<file path="config.mk">
export PLATFORM = sky130hd
export DESIGN_NAME = iter_divider
export DESIGN_NICKNAME = d
export VERILOG_FILES = /design/src/rtl/iter_divider.sv
export SDC_FILE = /design/constraint.sdc
export NUM_CORES = 1
export LEC_CHECK = 0
export CORE_MARGIN = 3
export CORE_UTILIZATION = 35
export CTS_BUF_LIST = sky130_fd_sc_hd__clkbuf_16
export DETAILED_ROUTE_END_ITERATION = 8
export DONT_BUFFER_PORTS = 1
export SYNTH_ARGS = -nofsm -noshare
export SYNTH_HDL_FRONTEND = slang
export SYNTH_SLANG_ARGS = --single-unit
export TNS_END_PERCENT = 1
</file>
<file path="constraint.sdc">
create_clock -name clk -period 4.3 [get_ports clk]
set_clock_uncertainty 0.1 [all_clocks]
set_input_delay 0.43 -clock clk [delete_from_list [all_inputs] [get_ports clk]]
set_output_delay 0.43 -clock clk [all_outputs]
set_load 0.05 [all_outputs]
</file>
<file path="src/rtl/iter_divider.sv">
// Radix-2 restoring integer divider for div.w/mod.w/div.wu/mod.wu.
// Fixed WIDTH-cycle iteration. Quotient and remainder are returned together with a one-cycle div_ready pulse.
module iter_divider #(
    parameter int unsigned WIDTH = 32
) (
    input  logic             clk,
    input  logic             reset,
    input  logic             flush,
    input  logic             div_start,
    input  logic             div_signed,
    input  logic [WIDTH-1:0] dividend,
    input  logic [WIDTH-1:0] divisor,
    output logic [WIDTH-1:0] quotient,
    output logic [WIDTH-1:0] remainder,
    output logic             div_ready,
    output logic             stall_divider
);

    localparam int unsigned CNT_W = (WIDTH > 1) ? $clog2(WIDTH) : 1;

    localparam logic [1:0] IDLE = 2'd0;
    localparam logic [1:0] CALC = 2'd1;
    localparam logic [1:0] DONE = 2'd2;

    logic [1:0]       state_q,     state_d;
    logic [CNT_W-1:0] cnt_q,       cnt_d;
    logic [WIDTH-1:0] dvd_q,       dvd_d;
    logic [WIDTH-1:0] dsr_q,       dsr_d;
    logic [WIDTH-1:0] rem_q,       rem_d;
    logic [WIDTH-1:0] raw_q,       raw_d;
    logic             q_neg_q,     q_neg_d;
    logic             r_neg_q,     r_neg_d;
    logic             divzero_q,   divzero_d;
    logic [WIDTH-1:0] quotient_d;
    logic [WIDTH-1:0] remainder_d;
    logic             div_ready_d;

    // One restoring step: dvd_q shifts the dividend out at the top and the quotient in at the bottom.
    logic [WIDTH:0]   rem_shift;
    logic [WIDTH-1:0] rem_sub;
    logic             q_bit;
    logic [WIDTH-1:0] rem_next;
    logic [WIDTH-1:0] q_next;

    assign rem_shift = {rem_q, dvd_q[WIDTH-1]};
    assign q_bit     = (rem_shift >= {1'b0, dsr_q});
    assign rem_sub   = rem_shift[WIDTH-1:0] - dsr_q;
    assign rem_next  = q_bit ? rem_sub : rem_shift[WIDTH-1:0];
    assign q_next    = {dvd_q[WIDTH-2:0], q_bit};

    assign stall_divider = (state_q != IDLE);

    // Next-state and datapath update.
    always_comb begin
        state_d     = state_q;
        cnt_d       = cnt_q;
        dvd_d       = dvd_q;
        dsr_d       = dsr_q;
        rem_d       = rem_q;
        raw_d       = raw_q;
        q_neg_d     = q_neg_q;
        r_neg_d     = r_neg_q;
        divzero_d   = divzero_q;
        quotient_d  = quotient;
        remainder_d = remainder;
        div_ready_d = 1'b0;

        case (state_q)
            IDLE: begin
                if (div_start && !flush) begin
                    dvd_d     = (div_signed && dividend[WIDTH-1]) ? WIDTH'(-dividend) : dividend;
                    dsr_d     = (div_signed && divisor[WIDTH-1])  ? WIDTH'(-divisor)  : divisor;
                    rem_d     = '0;
                    raw_d     = dividend;
                    q_neg_d   = div_signed & (dividend[WIDTH-1] ^ divisor[WIDTH-1]);
                    r_neg_d   = div_signed & dividend[WIDTH-1];
                    divzero_d = (divisor == '0);
                    cnt_d     = CNT_W'(WIDTH - 1);
                    state_d   = CALC;
                end
            end
            CALC: begin
                if (flush) begin
                    state_d = IDLE;
                end else begin
                    dvd_d = q_next;
                    rem_d = rem_next;
                    if (cnt_q == '0) begin
                        state_d     = DONE;
                        div_ready_d = 1'b1;
                        // Divide-by-zero result overrides the sign fix-up.
                        if (divzero_q) begin
                            quotient_d  = '1;
                            remainder_d = raw_q;
                        end else begin
                            quotient_d  = q_neg_q ? WIDTH'(-q_next)   : q_next;
                            remainder_d = r_neg_q ? WIDTH'(-rem_next) : rem_next;
                        end
                    end else begin
                        cnt_d = cnt_q - CNT_W'(1);
                    end
                end
            end
            DONE: begin
                state_d = IDLE;
            end
            default: begin
                state_d = IDLE;
            end
        endcase
    end

    // State and output registers.
    always_ff @(posedge clk) begin
        if (reset) begin
            state_q   <= IDLE;
            cnt_q     <= '0;
            dvd_q     <= '0;
            dsr_q     <= '0;
            rem_q     <= '0;
            raw_q     <= '0;
            q_neg_q   <= 1'b0;
            r_neg_q   <= 1'b0;
            divzero_q <= 1'b0;
            quotient  <= '0;
            remainder <= '0;
            div_ready <= 1'b0;
        end else begin
            state_q   <= state_d;
            cnt_q     <= cnt_d;
            dvd_q     <= dvd_d;
            dsr_q     <= dsr_d;
            rem_q     <= rem_d;
            raw_q     <= raw_d;
            q_neg_q   <= q_neg_d;
            r_neg_q   <= r_neg_d;
            divzero_q <= divzero_d;
            quotient  <= quotient_d;
            remainder <= remainder_d;
            div_ready <= div_ready_d;
        end
    end

endmodule

</file>
# Word level (Yosys, flattened, before mapping)
# Cells that the tools add are included.
# word_totals
in_bits,69
output_inout_bits,66
reg_bits,203
word_cells,66
# classes
addsub,6
mux,22
order_cmp,1
n_bitwise,5
n_eq_ne,5
n_reduce_logical,15
# op_table
cell,n
32-bit two-way mux,11
32-bit negator,4
32-bit case mux with 2 select lines,2
33-bit by 32-bit greater-or-equal comparator with 1-bit output,1
32-bit zero test,1
32-bit subtractor,1
5-bit two-way mux,3
5-bit case mux with 2 select lines,1
2-bit two-way mux,3
"2-bit != test, second input constant",3
3-bit AND reduction,2
5-bit zero test,1
"5-bit by 1-bit subtractor with 5-bit output, second input constant",1
2-bit case mux with 2 select lines,1
2-bit AND reduction,2
4-bit AND reduction,1
2-bit nonzero test,2
1-bit logical AND,3
"3-bit != test, second input constant",1
3-bit OR reduction,1
1-bit AND,2
"2-bit by 1-bit equality test with 1-bit output, second input constant",1
2-bit zero test,1
1-bit inverter,2
3 further kinds,3

# Logic depth before layout (Yosys ltp)
# Gate-level depths: netlist of run 1.
# logic_depth
word_depth,5
ltp_mapped,23
ltp_nobuf,18

# Worst setup path after synthesis of run 1
# No wires, ideal clock.
# synth_timing
kind,register -> register
start,reg dsr_q[28]
end,reg remainder[12]
setup_time_ns,0.132
t_required_ns,4.068
path_stages_with_launch,23
arrival_time_ns,4.462
setup_slack_ns,-0.394
cell_sequence,dfxtp_1 > inv_1 > ha_1 > buf_6 > a21oi_2 > o21ai_2 > a2111oi_4 > o211ai_4 > or2_1 > buf_6 > buf_6 > buf_2 > clkbuf_1 > o21ai_0 > ha_1 > nand2_1 > or4_1 > mux2_2 > o21ai_0 > o21ai_0 > xor2_1 > o21ai_0 > a21oi_1
# synth_via
elab_chain_cells,5
# synth_rtl
element,line_no,text
from (decl),28,"logic [WIDTH-1:0] dsr_q, dsr_d;"
from (signal assigned),132,dsr_q <= dsr_d;
33-bit by 32-bit greater-or-equal comparator with 1-bit output *,46,"assign q_bit = (rem_shift >= {1'b0, dsr_q});"
32-bit two-way mux *,48,assign rem_next = q_bit ? rem_sub : rem_shift[WIDTH-1:0];
32-bit negator,97,remainder_d = r_neg_q ? WIDTH'(-rem_next) : rem_next;
32-bit two-way mux *,97,
32-bit two-way mux *,92,if (divzero_q) begin
to (signal assigned),139,remainder <= remainder_d;
to (decl),14,"output logic [WIDTH-1:0] remainder,"
# Every way passes the cells marked *; elsewhere a longest branch is shown, timed or not.
# A chain may end at the register's enable or synchronous reset.

# Worst setup path in the final report of run 1
# layout_timing
start,reg dsr_q[1]
end,reg remainder[22]
# layout_via
elab_chain_cells,5
elab_cells_between_ends,6
# layout_rtl
element,line_no
32-bit subtractor / 33-bit by 32-bit greater-or-equal comparator with 1-bit output (equally long branches),"47, 46"
32-bit two-way mux *,48
32-bit negator,97
32-bit two-way mux *,97
32-bit two-way mux *,92
# Marked as above.

==> summary.txt, run 1 <==
status: finished, final reports clean
clk buf depth: 3
Post-Place Cells: 2260
post-route DRC violation count: 0
min-delay src: divisor[18]
overflow left after global routing: 0
fin crit period: 4230 ps
ys async rst share: 0%
FP Rows: 70
Filler Cell Count: 3721
Synthesized Nets: 1840
die extent in x: 200 um
most area-consuming cells after synthesis: dfxtp_1, a21oi_1, nor2_1
Layout Cells excl Fill: 2356
Required @ worst endpoint: 4650 ps
total of warnings raised by yosys: 0
Power Dens Cells: 331 mW/mm^2
root buf cell: clkbuf_16
Initial DRT Pass Iterations: 5
CP cell instances: inv_1 -> ha_1 -> nor2b_1 -> o2111a_1 -> o21ai_2 -> a31oi_4 -> or2_4 -> buf_8 -> o21ai_4 -> ha_4 -> nand2_2 -> or3_4 -> o32a_1 -> nor3_4 -> nand3_4 -> o41a_1 -> a31oi_1
core box area: 0.0369 mm^2
sequential area share after synthesis: 30.8%
Slowest-stage cell, CP: o41a_1
internal power: 0.00362 W
Worst IR Drop VDD: 0.286 mV
RSZ-0062 raised after global routing: yes
gpl congestion: 0.966
Sequential Power Share: 38.9%
via/cell ratio: 5.58
die area: 0.0401 mm^2
CTS tree: yes
total power: 0.00537 W
clock power share: 36.8%
Cells after Synth: 1732
via count: 13137
Critical Setup Path Class: flip-flop to flip-flop
Worst Path Arrival: 4580 ps
worst-path fanout max: 6
total track usage: 21.3%
post-synth top area cell: dfxtp_1
Hold Worst Slack: 22.2 ps
Ant. Diodes: 0
clock latency on the worst-skew pair: 530 ps
Yosys top cell area share: 30.8%
Post-synth EDFFs: 0
CP peak stage delay: 380 ps
hpwl dp: 32200 um
Net Sw Frac: 32.5%
slew of the pin with the lowest slew margin: 1110 ps
layout cells sized above 1: 17.1%
input/output buffers: 0
final WL: 44500 um
first-pass GRT wire length: 70600 um
DR iter-0 viols: 908
CP Capture Type: flip-flop
Layout area overhead: 23.0%
PnR worst setup slack: 74.5 ps
Pins Over Slew Limit: 0
vias in the first global route: 12850
Final ANT Viol Nets: 0
Max-Cap Viols: 0
H-tree depth: 1
nets@finish: 1942
Wirelength per Cell: 18.9 um
final worst-path cycle share: 98.3%
clk sinks: 203
LEAKAGE: 6.12 nW
Initial Util: 35.8%
Slew HR: 26.2%
Syn Area/Cell: 7.62 um^2
Die Span Y: 200 um
achievable frequency: 0.237 GHz
io pins: 135
# setup viols final: 0
Post-synth top flop: dfxtp_1
TritonCTS Buffers: 25
synthesis-stage register bit count: 203
post-layout util: 44.0%
CP Launch Type: flip-flop
Final Hold Viols: 0
Mapped Area: 0.0132 mm^2
initial antenna violation count: 0
Worst setup startpoint: dsr_q[1]$_SDFFE_PP0P_
Combinational Power Share: 24.3%
largest net degree at the start of global routing: 167
Worst-path clk slew: 60 ps
Worst Hold Class: input pin to flip-flop
Crit Reg-Reg Startpoint: dsr_q[1]$_SDFFE_PP0P_
Synth cell types: 94
net switching power: 0.00174 W
worst slack, placed: -182 ps
[sequential cells by signal, summed over array words and instances (netlist names)]
| signal | cells |
|---|---|
| q_neg_q | 1 |
| divzero_q | 1 |
| quotient | 32 |
| cnt_q | 5 |
| rem_q | 32 |
| raw_q | 32 |
| div_ready | 1 |
| remainder | 32 |
| dsr_q | 32 |
| r_neg_q | 1 |
| state_q | 2 |
| dvd_q | 32 |
[cell usage after synthesis (5+ instances only)]
master and instances:
a211oi_1 64, a21o_1 7, a21oi_1 193, a21oi_2 11, a221oi_1 5, a22oi_1 20, a311oi_1 13, a31oi_1 14
and2_1 9, and3_1 13, buf_1 9, buf_2 19, buf_6 5, clkbuf_1 90, dfxtp_1 203, ha_1 38
inv_1 57, mux2i_1 22, nand2_1 180, nand2b_1 9, nand3_1 21, nand3b_1 9, nand4_1 11, nor2_1 201
nor2b_1 6, nor3_1 36, nor4_1 12, o211ai_1 14, o21a_1 7, o21ai_0 125, o21ai_1 6, o31ai_1 21
o41ai_1 10, or3_1 23, or4_1 12, xnor2_1 53, xor2_1 76
[layer usage]
| layer | up-vias | track usage (%) | wire length (um) |
|---|---|---|---|
| li1 | 6422 | - | - |
| met1 | 6261 | 28.2 | 19900 |
| met2 | 370 | 35.3 | 20600 |
| met3 | 84 | 3.51 | 2510 |
| met4 | 0 | 7.00 | 1550 |
| met5 | - | 0 | 0 |
[through the flow]
stage,area [um^2],TNS [ps]
4_1_cts,15900,0
6_report,16200,0
5_1_grt,16200,-440
2_1_floorplan,13300,-998
3_5_place_dp,14500,-986
3_3_place_gp,14500,-451
[cell families after synthesis]
logic type,Yosys count,share of synthesized area (%)
buffers and inverters,185,5.86
adders and majority gates,39,3.75
xor gates and xnor gates,129,8.56
AOI/OAI and AO/OA,569,27.8
and+or+nand+nor,581,21.2
muxes,26,2.01
DFF,203,30.8
[worst paths after layout]
kind | end | slack, ps | cells after the start
max reg2reg | remainder[22]$_SDFFE_PP0P_ | 70 | 17
max | remainder[22]$_SDFFE_PP0P_ | 70 | 17
min reg2reg | raw_q[23]$_SDFFE_PP0P_ | 350 | 2
min | dsr_q[18]$_SDFFE_PP0P_ | 20 | 2
[cell usage in the layout, fill, tap and decap left out, types with 13 or more instances in the layout]
cell	count
mux2i_1	21
a21oi_1	190
nor2_1	199
a31oi_1	13
nand3_1	19
nor3_1	32
buf_4	151
xnor2_1	53
o211ai_1	14
nand2_1	175
a211oi_1	64
dfxtp_1	191
a22oi_1	20
or3_1	22
inv_1	59
clkbuf_16	25
ha_4	17
dlygate4sd3_1	46
xor2_1	75
o21ai_0	120
a311oi_1	13
ha_1	20
o31ai_1	17
[worst max-delay path, delay by kind of cell (launching register included)]
family                   cells  cell delay [ps]
flip-flops                   1              370
adder cells (fa/ha/maj)      2              470
buffers and inverters        2              200
AND/OR/NAND/NOR              6             1360
AO/OA/AOI/OAI                7             1620
[cell type report]
| cell class | count | area [um^2] | area share, % |
|---|---|---|---|
| inverter | 58 | 220 | 1.36 |
| sequential | 203 | 4080 | 25.1 |
| multi-input combinational | 1344 | 8870 | 54.6 |
| clock inverter | 20 | 124 | 0.763 |
| clock buffer | 25 | 626 | 3.85 |
| tap | 504 | 631 | 3.89 |
| timing repair buffer | 202 | 1680 | 10.3 |
[power by group through the flow]
stage	logic (W)	registers, W	clock network (W)
2_1_floorplan	0.000825	0.00210	0
3_3_place_gp	0.00112	0.00212	0
3_5_place_dp	0.00114	0.00212	0
4_1_cts	0.00124	0.00208	0.00202
5_1_grt	0.00143	0.00209	0.00209
6_report	0.00131	0.00208	0.00198
[what timing repair did]
action	CTS	global route
hold endpoints to repair	166	0
setup endpoints to repair	13	36
setup buffers	2	2
resized for setup	30	49
hold buffers	47	0
cloned	0	0
pin swaps	17	19
No activity file was read; power rests on OpenSTA's default activity.
==> inputs of run 2 (changes only) <==
--- a/config.mk
+++ b/config.mk
@@ -7,9 +7,10 @@
 export LEC_CHECK = 0
 export CORE_MARGIN = 3
 export CORE_UTILIZATION = 35
-export CTS_BUF_LIST = sky130_fd_sc_hd__clkbuf_16
+export CTS_BUF_LIST = sky130_fd_sc_hd__clkbuf_4 sky130_fd_sc_hd__clkbuf_8 sky130_fd_sc_hd__clkbuf_16
 export DETAILED_ROUTE_END_ITERATION = 8
 export DONT_BUFFER_PORTS = 1
+export GPL_ROUTABILITY_DRIVEN = 1
 export SYNTH_ARGS = -nofsm -noshare
 export SYNTH_HDL_FRONTEND = slang
 export SYNTH_SLANG_ARGS = --single-unit
==> summary.txt, run 2 (synthesis results as in run 1) <==
Ant. Diodes: 0 (unchanged)
Layout Cells excl Fill: 2356 (unchanged)
via/cell ratio: 5.55 (-0.44%)
Slowest-stage cell, CP: dfxtp_1
most common cell after layout, fill and taps aside: nor2_1
via count: 13079 (-0.44%)
final worst-path cycle share: 98.0% (-0.31 points)
Most Crowded Layer GR: met2
GR Util met2: 35.5% (+0.17 points)
Initial Util: 35.8% (unchanged)
Slew HR: 26.2% (+0.037 points)
input/output buffers: 0 (unchanged)
final WL: 44600 um (+0.25%)
cell family with most CP delay: simple AND/OR/NAND/NOR gates
layout cells sized above 1: 17.8% (+0.70 points)
Required @ worst endpoint: 4590 ps (-60 ps)
H-tree depth: 1 (unchanged)
overflow left after global routing: 0 (unchanged)
Power Dens Cells: 339 mW/mm^2 (+2.6%)
initial antenna violation count: 0 (unchanged)
clock latency on the worst-skew pair: 530 ps (about the same)
Max-Cap Viols: 0 (unchanged)
vias in the first global route: 12855 (+0.039%)
hpwl dp: 32200 um (unchanged)
die extent in x: 200 um (unchanged)
CTS tree: yes
Post-Place Cells: 2260 (unchanged)
largest net degree at the start of global routing: 167 (unchanged)
nets@finish: 1942 (unchanged)
core box area: 0.0369 mm^2 (unchanged)
Wirelength per Cell: 18.9 um (+0.25%)
Final Hold Viols: 0 (unchanged)
post-route DRC violation count: 0 (unchanged)
Buf+Inv Stages, Crit Path: 0 (-2)
clk sinks: 203 (unchanged)
Critical Setup Path Class: flip-flop to flip-flop
Final ANT Viol Nets: 0 (unchanged)
DR iter-0 viols: 1001 (+10%)
Worst Hold Class: input pin to flip-flop
CP peak stage delay: 380 ps (about the same)
Pins Over Slew Limit: 0 (unchanged)
achievable frequency: 0.237 GHz (+0.32%)
die area: 0.0401 mm^2 (unchanged)
M1 GR Usage: 28.4% (+0.17 points)
cell area after layout: 0.0163 mm^2 (+0.57%)
fin crit period: 4210 ps (-13.3 ps)
Worst Path Arrival: 4500 ps (-80 ps)
gpl congestion: 0.966 (unchanged)
Worst-path clk slew: 60 ps (about the same)
CP cell instances: ha_1 -> nand4_1 -> nor3_2 -> nand4_1 -> o211ai_4 -> or2_4 -> mux2i_4 -> ha_4 -> nand2_2 -> or3_4 -> o32a_1 -> nor3_4 -> nand2_2 -> o31ai_4 -> xor2_1 -> o22ai_1
# setup viols final: 0 (unchanged)
root buf cell: clkbuf_16
commonest non-fill, non-tap cells in the layout: nor2_1, dfxtp_1, a21oi_1
io pins: 135 (unchanged)
LEAKAGE: 6.15 nW (+0.51%)
CP Capture Type: flip-flop
Initial DRT Pass Iterations: 5 (unchanged)
total track usage: 21.3% (about the same)
RSZ-0062 raised after global routing: yes
Layout area overhead: 23.7%
CP Launch Type: flip-flop
Placed Instance Area: 0.0145 mm^2 (unchanged)
first-pass GRT wire length: 70700 um (about the same)
met3 Use GR: 3.25% (-0.26 points)
slew of the pin with the lowest slew margin: 1110 ps (-0.555 ps)
FP Rows: 70 (unchanged)
clk buf depth: 3 (unchanged)
Worst IR Drop VDD: 0.287 mV (+0.13%)
Die Span Y: 200 um (unchanged)
TritonCTS Buffers: 25 (unchanged)
status: finished, final reports clean
R2R Setup Slk: 90 ps (about the same)
worst-path fanout max: 4 (-2)
run 2: power by group:
part           switching, W  internal (W)  total, W  leakage [nW]
logic              0.000766      0.000550   0.00132          4.07
clock network      0.000862       0.00127   0.00214         0.423
registers          0.000123       0.00196   0.00209          1.66
total               0.00175       0.00379   0.00554          6.15
run 2: timing repair:
item                                    in CTS  in global routing
pin swaps                                   17                 20
hold buffers                                47                  0
gates cloned                                 0                  0
endpoints found under the setup margin      13                 36
resized for setup                           30                 52
hold endpoints to repair                   166                  0
buffers inserted                             2                  2
run 2: per-layer routing:
metal  share of wire [%]  wire length (um)  vias up
li1                    -                 -     6422
met1                  45             20200     6268
met2                  46             20700      310
met3                 5.1              2270       79
met4                 3.2              1430        0
met5                   0                 0        -
run 2: worst paths after layout:
| path | start | to | depth (start not counted) |
|---|---|---|---|
| setup / recovery | rem_q[22]$_SDFFE_PP0P_ | remainder[30]$_SDFFE_PP0P_ | 16 |
| setup reg to reg | rem_q[22]$_SDFFE_PP0P_ | remainder[30]$_SDFFE_PP0P_ | 16 |
| hold reg to reg | raw_q[23]$_SDFFE_PP0P_ | raw_q[23]$_SDFFE_PP0P_ | 2 |
| hold / removal | divisor[11] | dsr_q[11]$_SDFFE_PP0P_ | 2 |
run 2: metrics by stage:
step                TNS [ps]  power, W  util, %  hold WS, ps  setup slack (ps)
floorplan               -998   0.00292        -          331              -139
global placement        -451   0.00325     39.4          335              -105
detailed placement      -986   0.00326     39.4          337              -182
CTS                        0   0.00550     43.4        0.489              3.07
global route            -292   0.00578     44.3         18.1             -78.1
finish                     0   0.00554     44.3         23.8              87.8
run 2: area by class of cell:
type	instances	area [um^2]
fillers	3715	20500
repair buffers	202	1680
inverters	58	220
well taps	504	631
clock inverters	8	78.8
multi-input cells	1344	8880
clock buffers	37	753
flip-flops and latches	203	4080
